==> src/rtl/fwd_scoreboard_if.sv <==
// rtl/fwd_scoreboard_if.sv - issue/operand/forwarding bundle between the ID stage and the scoreboard
// The slave modport is the scoreboard side; the master modport is the ID control side.
interface fwd_scoreboard_if #(
  parameter int NUM_SRC    = 2,
  parameter int PIPE_DEPTH = 3,
  parameter int REG_AW     = 5
);
  localparam int SEL_W = $clog2(PIPE_DEPTH + 1);

  logic                        issue_valid__i;
  logic                        issue_wen__i;
  logic [REG_AW-1:0]           issue_rd__i;
  logic [SEL_W-1:0]            issue_lat__i;
  logic [NUM_SRC*REG_AW-1:0]   src_rs__i;
  logic                        flush__i;
  logic [NUM_SRC*SEL_W-1:0]    fwd_sel__o;
  logic                        stall__o;
  logic                        busy__o;

  modport slave (
    input  issue_valid__i, issue_wen__i, issue_rd__i, issue_lat__i, src_rs__i, flush__i,
    output fwd_sel__o, stall__o, busy__o
  );

  modport master (
    output issue_valid__i, issue_wen__i, issue_rd__i, issue_lat__i, src_rs__i, flush__i,
    input  fwd_sel__o, stall__o, busy__o
  );
endinterface

==> src/rtl/fwd_scoreboard.sv <==
// rtl/fwd_scoreboard.sv - forwarding select and hazard stall scoreboard for the ID stage
// Optional stall-cycle counter port stall_cnt__o enabled by macro FWD_SCB_STALL_CNT_EN.
module fwd_scoreboard #(
  parameter int NUM_SRC    = 2,
  parameter int PIPE_DEPTH = 3,
  parameter int REG_AW     = 5
) (
  input  logic clk__i,
  input  logic reset_n__i,
  fwd_scoreboard_if.slave sb_if
`ifdef FWD_SCB_STALL_CNT_EN
  ,
  output logic [15:0] stall_cnt__o
`endif
);
  localparam int SEL_W = $clog2(PIPE_DEPTH + 1);

  // Index k holds pipeline stage k+1 (0 = EX for the 5-stage core).
  logic [PIPE_DEPTH-1:0] r_v;
  logic [PIPE_DEPTH-1:0] r_wen;
  logic [REG_AW-1:0]     r_rd  [PIPE_DEPTH];
  logic [SEL_W-1:0]      r_rem [PIPE_DEPTH];

  logic [SEL_W-1:0]         w_lat;
  logic [SEL_W-1:0]         w_issue_rem;
  logic [NUM_SRC-1:0]       w_hazard;
  logic [NUM_SRC*SEL_W-1:0] w_sel;
  logic                     w_stall;

  always_comb begin
    w_lat = sb_if.issue_lat__i;
    if (w_lat == '0) w_lat = SEL_W'(1);
    if (w_lat > SEL_W'(PIPE_DEPTH)) w_lat = SEL_W'(PIPE_DEPTH);
    w_issue_rem = w_lat - SEL_W'(1);
  end

  // Oldest-to-youngest scan so the youngest matching producer overrides.
  always_comb begin
    w_sel    = '0;
    w_hazard = '0;
    for (int j = 0; j < NUM_SRC; j++) begin
      for (int k = PIPE_DEPTH - 1; k >= 0; k--) begin
        if (r_v[k] && r_wen[k] && (sb_if.src_rs__i[j*REG_AW +: REG_AW] != '0) &&
            (r_rd[k] == sb_if.src_rs__i[j*REG_AW +: REG_AW])) begin
          if (r_rem[k] == '0) begin
            w_sel[j*SEL_W +: SEL_W] = SEL_W'(k + 1);
            w_hazard[j]             = 1'b0;
          end else begin
            w_sel[j*SEL_W +: SEL_W] = '0;
            w_hazard[j]             = 1'b1;
          end
        end
      end
    end
  end

  assign w_stall          = sb_if.issue_valid__i && (|w_hazard);
  assign sb_if.stall__o   = w_stall;
  assign sb_if.fwd_sel__o = w_sel;
  assign sb_if.busy__o    = |r_v;

  always_ff @(posedge clk__i or negedge reset_n__i) begin
    if (!reset_n__i) begin
      r_v   <= '0;
      r_wen <= '0;
      for (int k = 0; k < PIPE_DEPTH; k++) begin
        r_rd[k]  <= '0;
        r_rem[k] <= '0;
      end
    end else if (sb_if.flush__i) begin
      r_v <= '0;
    end else begin
      r_v[0]   <= sb_if.issue_valid__i && !w_stall;
      r_wen[0] <= sb_if.issue_wen__i;
      r_rd[0]  <= sb_if.issue_rd__i;
      r_rem[0] <= w_issue_rem;
      for (int k = 1; k < PIPE_DEPTH; k++) begin
        r_v[k]   <= r_v[k-1];
        r_wen[k] <= r_wen[k-1];
        r_rd[k]  <= r_rd[k-1];
        r_rem[k] <= (r_rem[k-1] == '0) ? '0 : r_rem[k-1] - SEL_W'(1);
      end
    end
  end

`ifdef FWD_SCB_STALL_CNT_EN
  logic [15:0] r_stall_cnt;

  always_ff @(posedge clk__i or negedge reset_n__i) begin
    if (!reset_n__i) begin
      r_stall_cnt <= '0;
    end else if (w_stall && (r_stall_cnt != 16'hFFFF)) begin
      r_stall_cnt <= r_stall_cnt + 16'd1;
    end
  end

  assign stall_cnt__o = r_stall_cnt;
`endif
endmodule
==> src/flat_wrapper.sv <==
// flat-port wrapper written by rule: the top's interface ports become plain ports
module fwd_scoreboard_flat 
#(
  parameter int NUM_SRC    = 2,
  parameter int PIPE_DEPTH = 3,
  parameter int REG_AW     = 5
)
  (clk__i, reset_n__i, sb_if_issue_valid__i, sb_if_issue_wen__i, sb_if_issue_rd__i, sb_if_issue_lat__i, sb_if_src_rs__i, sb_if_flush__i, sb_if_fwd_sel__o, sb_if_stall__o, sb_if_busy__o);
  fwd_scoreboard_if #(.NUM_SRC(NUM_SRC), .PIPE_DEPTH(PIPE_DEPTH), .REG_AW(REG_AW)) sb_if_i ();
  input  logic clk__i;
  input  logic reset_n__i;
  input wire logic [$bits(sb_if_i.issue_valid__i)-1:0] sb_if_issue_valid__i;
  input wire logic [$bits(sb_if_i.issue_wen__i)-1:0] sb_if_issue_wen__i;
  input wire logic [$bits(sb_if_i.issue_rd__i)-1:0] sb_if_issue_rd__i;
  input wire logic [$bits(sb_if_i.issue_lat__i)-1:0] sb_if_issue_lat__i;
  input wire logic [$bits(sb_if_i.src_rs__i)-1:0] sb_if_src_rs__i;
  input wire logic [$bits(sb_if_i.flush__i)-1:0] sb_if_flush__i;
  output wire logic [$bits(sb_if_i.fwd_sel__o)-1:0] sb_if_fwd_sel__o;
  output wire logic [$bits(sb_if_i.stall__o)-1:0] sb_if_stall__o;
  output wire logic [$bits(sb_if_i.busy__o)-1:0] sb_if_busy__o;
  assign sb_if_i.issue_valid__i = sb_if_issue_valid__i;
  assign sb_if_i.issue_wen__i = sb_if_issue_wen__i;
  assign sb_if_i.issue_rd__i = sb_if_issue_rd__i;
  assign sb_if_i.issue_lat__i = sb_if_issue_lat__i;
  assign sb_if_i.src_rs__i = sb_if_src_rs__i;
  assign sb_if_i.flush__i = sb_if_flush__i;
  assign sb_if_fwd_sel__o = sb_if_i.fwd_sel__o;
  assign sb_if_stall__o = sb_if_i.stall__o;
  assign sb_if_busy__o = sb_if_i.busy__o;
  fwd_scoreboard #(.NUM_SRC(NUM_SRC), .PIPE_DEPTH(PIPE_DEPTH), .REG_AW(REG_AW)) u_core (.clk__i(clk__i), .reset_n__i(reset_n__i), .sb_if(sb_if_i));
endmodule
==> config.mk <==
export PLATFORM = sky130hd
export DESIGN_NAME = fwd_scoreboard_flat
export DESIGN_NICKNAME = d
export VERILOG_FILES = /design/src/rtl/fwd_scoreboard_if.sv /design/src/rtl/fwd_scoreboard.sv /design/src/flat_wrapper.sv
export SDC_FILE = /design/constraint.sdc
export NUM_CORES = 1
export LEC_CHECK = 0
export BUFFER_PORTS_ARGS = -buffer_cell sky130_fd_sc_hd__buf_2
export CAP_MARGIN = 20
export CORE_MARGIN = 2
export CORE_UTILIZATION = 50
export DETAILED_ROUTE_END_ITERATION = 10
export GPL_TIMING_DRIVEN = 0
export PLACE_DENSITY = 0.75
export RECOVER_POWER = 25
export SLEW_MARGIN = 30
export SYNTH_ARGS = -nofsm -noshare
export SYNTH_HDL_FRONTEND = slang
export SYNTH_SLANG_ARGS = --single-unit
==> constraint.sdc <==
create_clock -name clk__i -period 1.95 [get_ports clk__i]
set_clock_uncertainty 0.1 [all_clocks]
set_input_delay 0.195 -clock clk__i [delete_from_list [all_inputs] [get_ports clk__i]]
set_output_delay 0.195 -clock clk__i [all_outputs]
set_load 0.005 [all_outputs]
Word level (Yosys, flattened, before mapping)
Cells that the tools add are included.
{"block": "op_classes", "n_reduce_logical": 26, "muxes": 23, "n_addsub": 3, "magnitude_cmp": 1, "eq_ne": 6}
{"operator": "5-bit == test", "count": 6}
{"operator": "2-bit two-way mux", "count": 12}
{"operator": "1-bit logical AND", "count": 17}
{"operator": "1-bit two-way mux", "count": 10}
{"operator": "5-bit nonzero test", "count": 2}
{"operator": "2-bit logical NOT", "count": 4}
{"operator": "2-bit by 1-bit subtractor with 2-bit output, second input constant", "count": 3}
{"operator": "3-bit two-way mux", "count": 1}
{"operator": "3-bit OR reduction", "count": 1}
{"operator": "2-bit > comparator, second input constant", "count": 1}
{"operator": "2-bit OR reduction", "count": 1}
{"operator": "1-bit logical NOT", "count": 1}
{"block": "word_totals", "reg_bits": 27, "elab_cells": 67, "in_bits": 22}

Logic depth before layout (Yosys ltp)
{"block": "depth", "word_depth": 11, "mapped_depth": 7}

Least setup slack after synthesis
No wires, ideal clock.
{"block": "synth_timing", "path_type": "in2out", "startpoint": "input port sb_if_src_rs__i[1]", "endpoint": "output port sb_if_fwd_sel__o[1]", "t_arrival_ps": 1743, "setup_slack_ps": -88, "cell_stages": 6, "t_required_ps": 1655, "n_path_buf": 0, "path_cell_list": "or4_4 or2_4 nand3_2 nor2_1 or4_4 a21oi_1"}
{"block": "synth_between", "elab_chain_cells": 6}
{"element": "from (decl)", "line": "flat_wrapper.sv:16", "rtl": "input wire logic [$bits(sb_if_i.src_rs__i)-1:0] sb_if_src_rs__i;"}
{"element": "5-bit nonzero test", "line": "fwd_scoreboard.sv:43", "rtl": "if (r_v[k] && r_wen[k] && (sb_if.src_rs__i[j*REG_AW +: REG_AW] != '0) &&"}
{"element": "1-bit logical AND (2 in series)", "line": "fwd_scoreboard.sv:43"}
{"element": "2-bit two-way mux (2 in series)", "line": "fwd_scoreboard.sv:43"}
{"element": "2-bit two-way mux (*)", "line": "fwd_scoreboard.sv:43"}
{"element": "to (decl)", "line": "flat_wrapper.sv:18", "rtl": "output wire logic [$bits(sb_if_i.fwd_sel__o)-1:0] sb_if_fwd_sel__o;"}
Mark *: on every way between the ends. The rest lies on a longest branch, timed or not.

Final worst setup path
{"block": "layout_timing", "startpoint": "register u_core.r_rd[8] (netlist name)", "endpoint": "output port sb_if_stall__o"}
{"block": "layout_between", "elab_chain_cells": 6}
{"element": "from (decl)", "line": "fwd_scoreboard.sv:21", "rtl": "logic [REG_AW-1:0] r_rd [PIPE_DEPTH];"}
{"element": "from (signal, indexed assignment)", "line": "fwd_scoreboard.sv:80", "rtl": "r_rd[k] <= r_rd[k-1];"}
{"element": "5-bit == test", "line": "fwd_scoreboard.sv:44", "rtl": "(r_rd[k] == sb_if.src_rs__i[j*REG_AW +: REG_AW])) begin"}
{"element": "1-bit logical AND", "line": "fwd_scoreboard.sv:43"}
{"element": "1-bit two-way mux (2 in series)", "line": "fwd_scoreboard.sv:43"}
{"element": "2-bit OR reduction (*)", "line": "fwd_scoreboard.sv:57", "rtl": "assign w_stall = sb_if.issue_valid__i && (|w_hazard);"}
{"element": "1-bit logical AND (*)", "line": "fwd_scoreboard.sv:57"}
{"element": "to (decl)", "line": "flat_wrapper.sv:19", "rtl": "output wire logic [$bits(sb_if_i.stall__o)-1:0] sb_if_stall__o;"}
Marks and branches as above.

==> flow_summary_export.csv <==
group,metric,value,unit
outcome,status,"complete, but fails checks",
outcome,violations,"setup timing",
synth,synth_area_leaders,"dfrtp_1 (43%), xnor2_1 (14%), mux2_2 (13%), xor2_1 (2.8%), nand2_1 (2.4%)",
finish,final_nets,220,
worst_setup_path,path_buf_inv,1,
finish,num-fill-cells,234,
sta,final.period_utilization,124,%
worst_setup_path,crit_required,1.65,ns
sta,slew_viol_final,0,
min_path,min-delay-start,"sb_if_issue_lat__i[1]",
worst_setup_path,timing.rr.end,"u_core.r_v[0]",
power_and_ir_drop,netSwitchingFraction,31.4,%
sta,rsz0062_at_grt,"true",
power_and_ir_drop,p_clk_share,19.9,%
placed_design,postPlaceCellArea,1770,sq um
synth,syn_inst,150,
cts,clockBufferDepth,2,
power_and_ir_drop,power.density,652,nW/um^2
power_and_ir_drop,p_sw,0.000413,W
worst_setup_path,crit_slowest_cell,"dfrtp_1",
worst_setup_path,crit_family,"simple AND/OR/NAND/NOR gates",
placed_design,place.gp.congestion,0.866,
synth,ys_seq_area_share,42.6,%
worst_setup_path,critPathCaptureType,"output pin",
worst_setup_path,crit-reg2reg-launch,"u_core.r_rd[8]",
worst_setup_path,worstRegToRegCells,7,
cts,clock_latency,0.33,ns
sta,fmax,415,MHz
synth,synth.ff_latch_count,27,
synth,netlist_area,1590,sq um
sta,worst_pin_slew,0.605,ns
power_and_ir_drop,intPower,0.000904,W
power_and_ir_drop,power.leakage,0.815,nW
synth,ys_warn_count,0,
worst_setup_path,path_cells,"xor2_1 -> nor3_2 -> nand4_1 -> a311oi_2 -> o211ai_1 -> and2_1 -> buf_2",
floorplan,start_util,52.4,%
routing,drt_iter0_markers,39,
synth,ys_types,33,
floorplan,rows,20,
cts,cts_root_buf,"clkbuf_4",
finish,fin_area,2020,sq um
power_and_ir_drop,irDropWorstVdd,0.000501,V
placed_design,portBuffers,24,
routing,num_vias,1303,
routing,drc,0,
routing,drtAntennaViolNets,0,
synth,synth.avg_cell_area,10.6,sq um
placed_design,post-dp-hpwl,2620,um
cts,cts_sinks,27,
global_route,antenna_found_initial,0,
power_and_ir_drop,seq_power_share,53.1,%
min_path,hold_path_class,"input pin to register",
global_route,grt_pass1_vias,1282,
synth,synth_top_area_share,42.6,%
cts,cts_buffers,3,
min_path,hold-path-endpoint,"u_core.r_rem[4]",
finish,area_growth,27.4,%
worst_setup_path,crit_type,"register to output pin",
power_and_ir_drop,p_comb_share,26.9,%
min_path,hold_path_depth,3,
finish,drive_above_1_share,39.1,%
sta,fin_tns_setup,-1.98,ns
routing,wirelength,3770,um
sta,relSlewSlack,59.7,%
global_route,overflow,0,
flow_run,drv_cap,0,
sta,holdWs,0.0344,ns
worst_setup_path,rrSetupSlack,-0.09,ns
sta,hold_viol,0,
floorplan,design.die.area,3640,sq um
worst_setup_path,arrival,2.12,ns
cts,clk_pin_slew,0.16,ns
synth,syn_nets,172,
floorplan,die_height,60.3,um
floorplan,coreArea,3030,sq um
cts,cts_tree,"yes",
sta,min_period,2.41,ns
global_route,grt_max_degree,28,
routing,routed_via_density,5.41,
floorplan,io_pins,28,
finish,final_common_cell,"dfrtp_1",
cts,htreeDepth,1,
worst_setup_path,max_stage_delay,0.45,ns
worst_setup_path,cp_max_fo,3,
global_route,grt_pass1_wl,6010,um
finish,diodes,0,
routing,wl_per_cell,15.6,um
routing,firstDrtPassIters,4,
global_route,grt_usage,22.5,%
sta,setup_viol,6,
sta,setup_slack,-0.462,ns
finish,layout_common_cells,"dfrtp_1 (27), xnor2_1 (25), buf_2 (23)",
floorplan,fp.dieW,60.3,um
synth,yosysTopAreaCell,"dfrtp_1",
worst_setup_path,timing.critical_path.from_type,"register",
==> routing by layer <==
metal  vias up  global-route usage [%]  share of wire [%]
met5         -                       0                  0
li1        616                       -                  -
met2        42                    39.8                 54
met3         4                    2.77                3.9
met4         0                    7.30               0.82
met1       641                    28.8                 41
==> synth_stat cells, drive strengths merged <==
cell type  instances
nand2             10
or2                3
nand2b             3
xor2               5
and2               2
nor4               2
and4               1
nor2b              2
nand3              4
xnor2             25
nor4b              1
or4                5
clkbuf             4
mux2              18
nor3               3
nor2               7
a311oi             1
dfrtp             27
nor3b              1
nand4              5
o21bai             1
o211ai             3
inv                4
or3                1
mux2i              2
a21oi              2
buf                1
o21ai              6
o31ai              1
==> cell type report <==
cell class / count / area [sq um] / area share (%)
clock buffers: 3 / 22.5 / 1.11
repair buffers: 43 / 284 / 14.1
plain buffers: 5 / 22.5 / 1.11
flip-flops and latches: 27 / 676 / 33.4
multi-input cells: 114 / 937 / 46.4
well taps: 44 / 55.1 / 2.72
clock inverters: 1 / 8.76 / 0.433
inverters: 4 / 15.0 / 0.743
==> power groups by stage <==
stage          logic [W]  clock network, W  registers [W]
3_3_place_gp    0.000280                 0       0.000703
4_1_cts         0.000343          0.000273       0.000696
6_report        0.000355          0.000262       0.000700
3_5_place_dp    0.000290                 0       0.000711
5_1_grt         0.000388          0.000300       0.000708
2_1_floorplan   0.000211                 0       0.000690
==> sequential cells by signal, summed over array words and instances, names as in the netlist <==
signal        cells
u_core.r_rd      15
u_core.r_rem      6
u_core.r_v        3
u_core.r_wen      3
==> repair_timing <==
item / in CTS / in global routing
resized for setup: 7 / 5
gates cloned: 0 / 0
endpoints found under the setup margin: 6 / 6
buffers inserted: 8 / 2
pin swaps: 4 / 5
endpoints found under the hold margin: 35 / 1
hold buffers: 8 / 1
==> worst max path at each step <==
stage	cells after the start	end	start
finish	7	sb_if_stall__o	u_core.r_rd[8]
global route	7	sb_if_stall__o	u_core.r_rd[7]
CTS	8	sb_if_fwd_sel__o[0]	u_core.r_rd[7]
global placement	8	sb_if_stall__o	sb_if_src_rs__i[5]
detailed placement	8	sb_if_stall__o	sb_if_src_rs__i[1]
floorplan	6	sb_if_fwd_sel__o[0]	sb_if_src_rs__i[1]
==> stage by stage <==
| stage | setup WS [ns] | cells | power, W | util, % |
|---|---|---|---|---|
| after floorplan | -0.0781 | 150 | 0.000902 | - |
| after CTS | -0.393 | 238 | 0.00131 | 65.0 |
| after detailed placement | -0.388 | 218 | 0.00100 | 58.3 |
| after global routing | -0.573 | 241 | 0.00140 | 66.7 |
| final | -0.462 | 241 | 0.00132 | 66.7 |
| after global placement | -0.343 | 218 | 0.000983 | 58.3 |
==> cell families after synthesis <==
logic type | Yosys count | share of synthesized area [%]
compound gates | 14 | 5.44
xor+xnor | 30 | 16.6
buf+inv | 9 | 2.37
flops | 27 | 42.6
mux | 20 | 14.0
simple gates | 50 | 19.0
==> tightest hold or removal path: stages <==
cell and delay (ns):
buf_2 0.10, nand2b_1 0.07, o21ai_0 0.07
No activity file was read; power rests on OpenSTA's default activity.
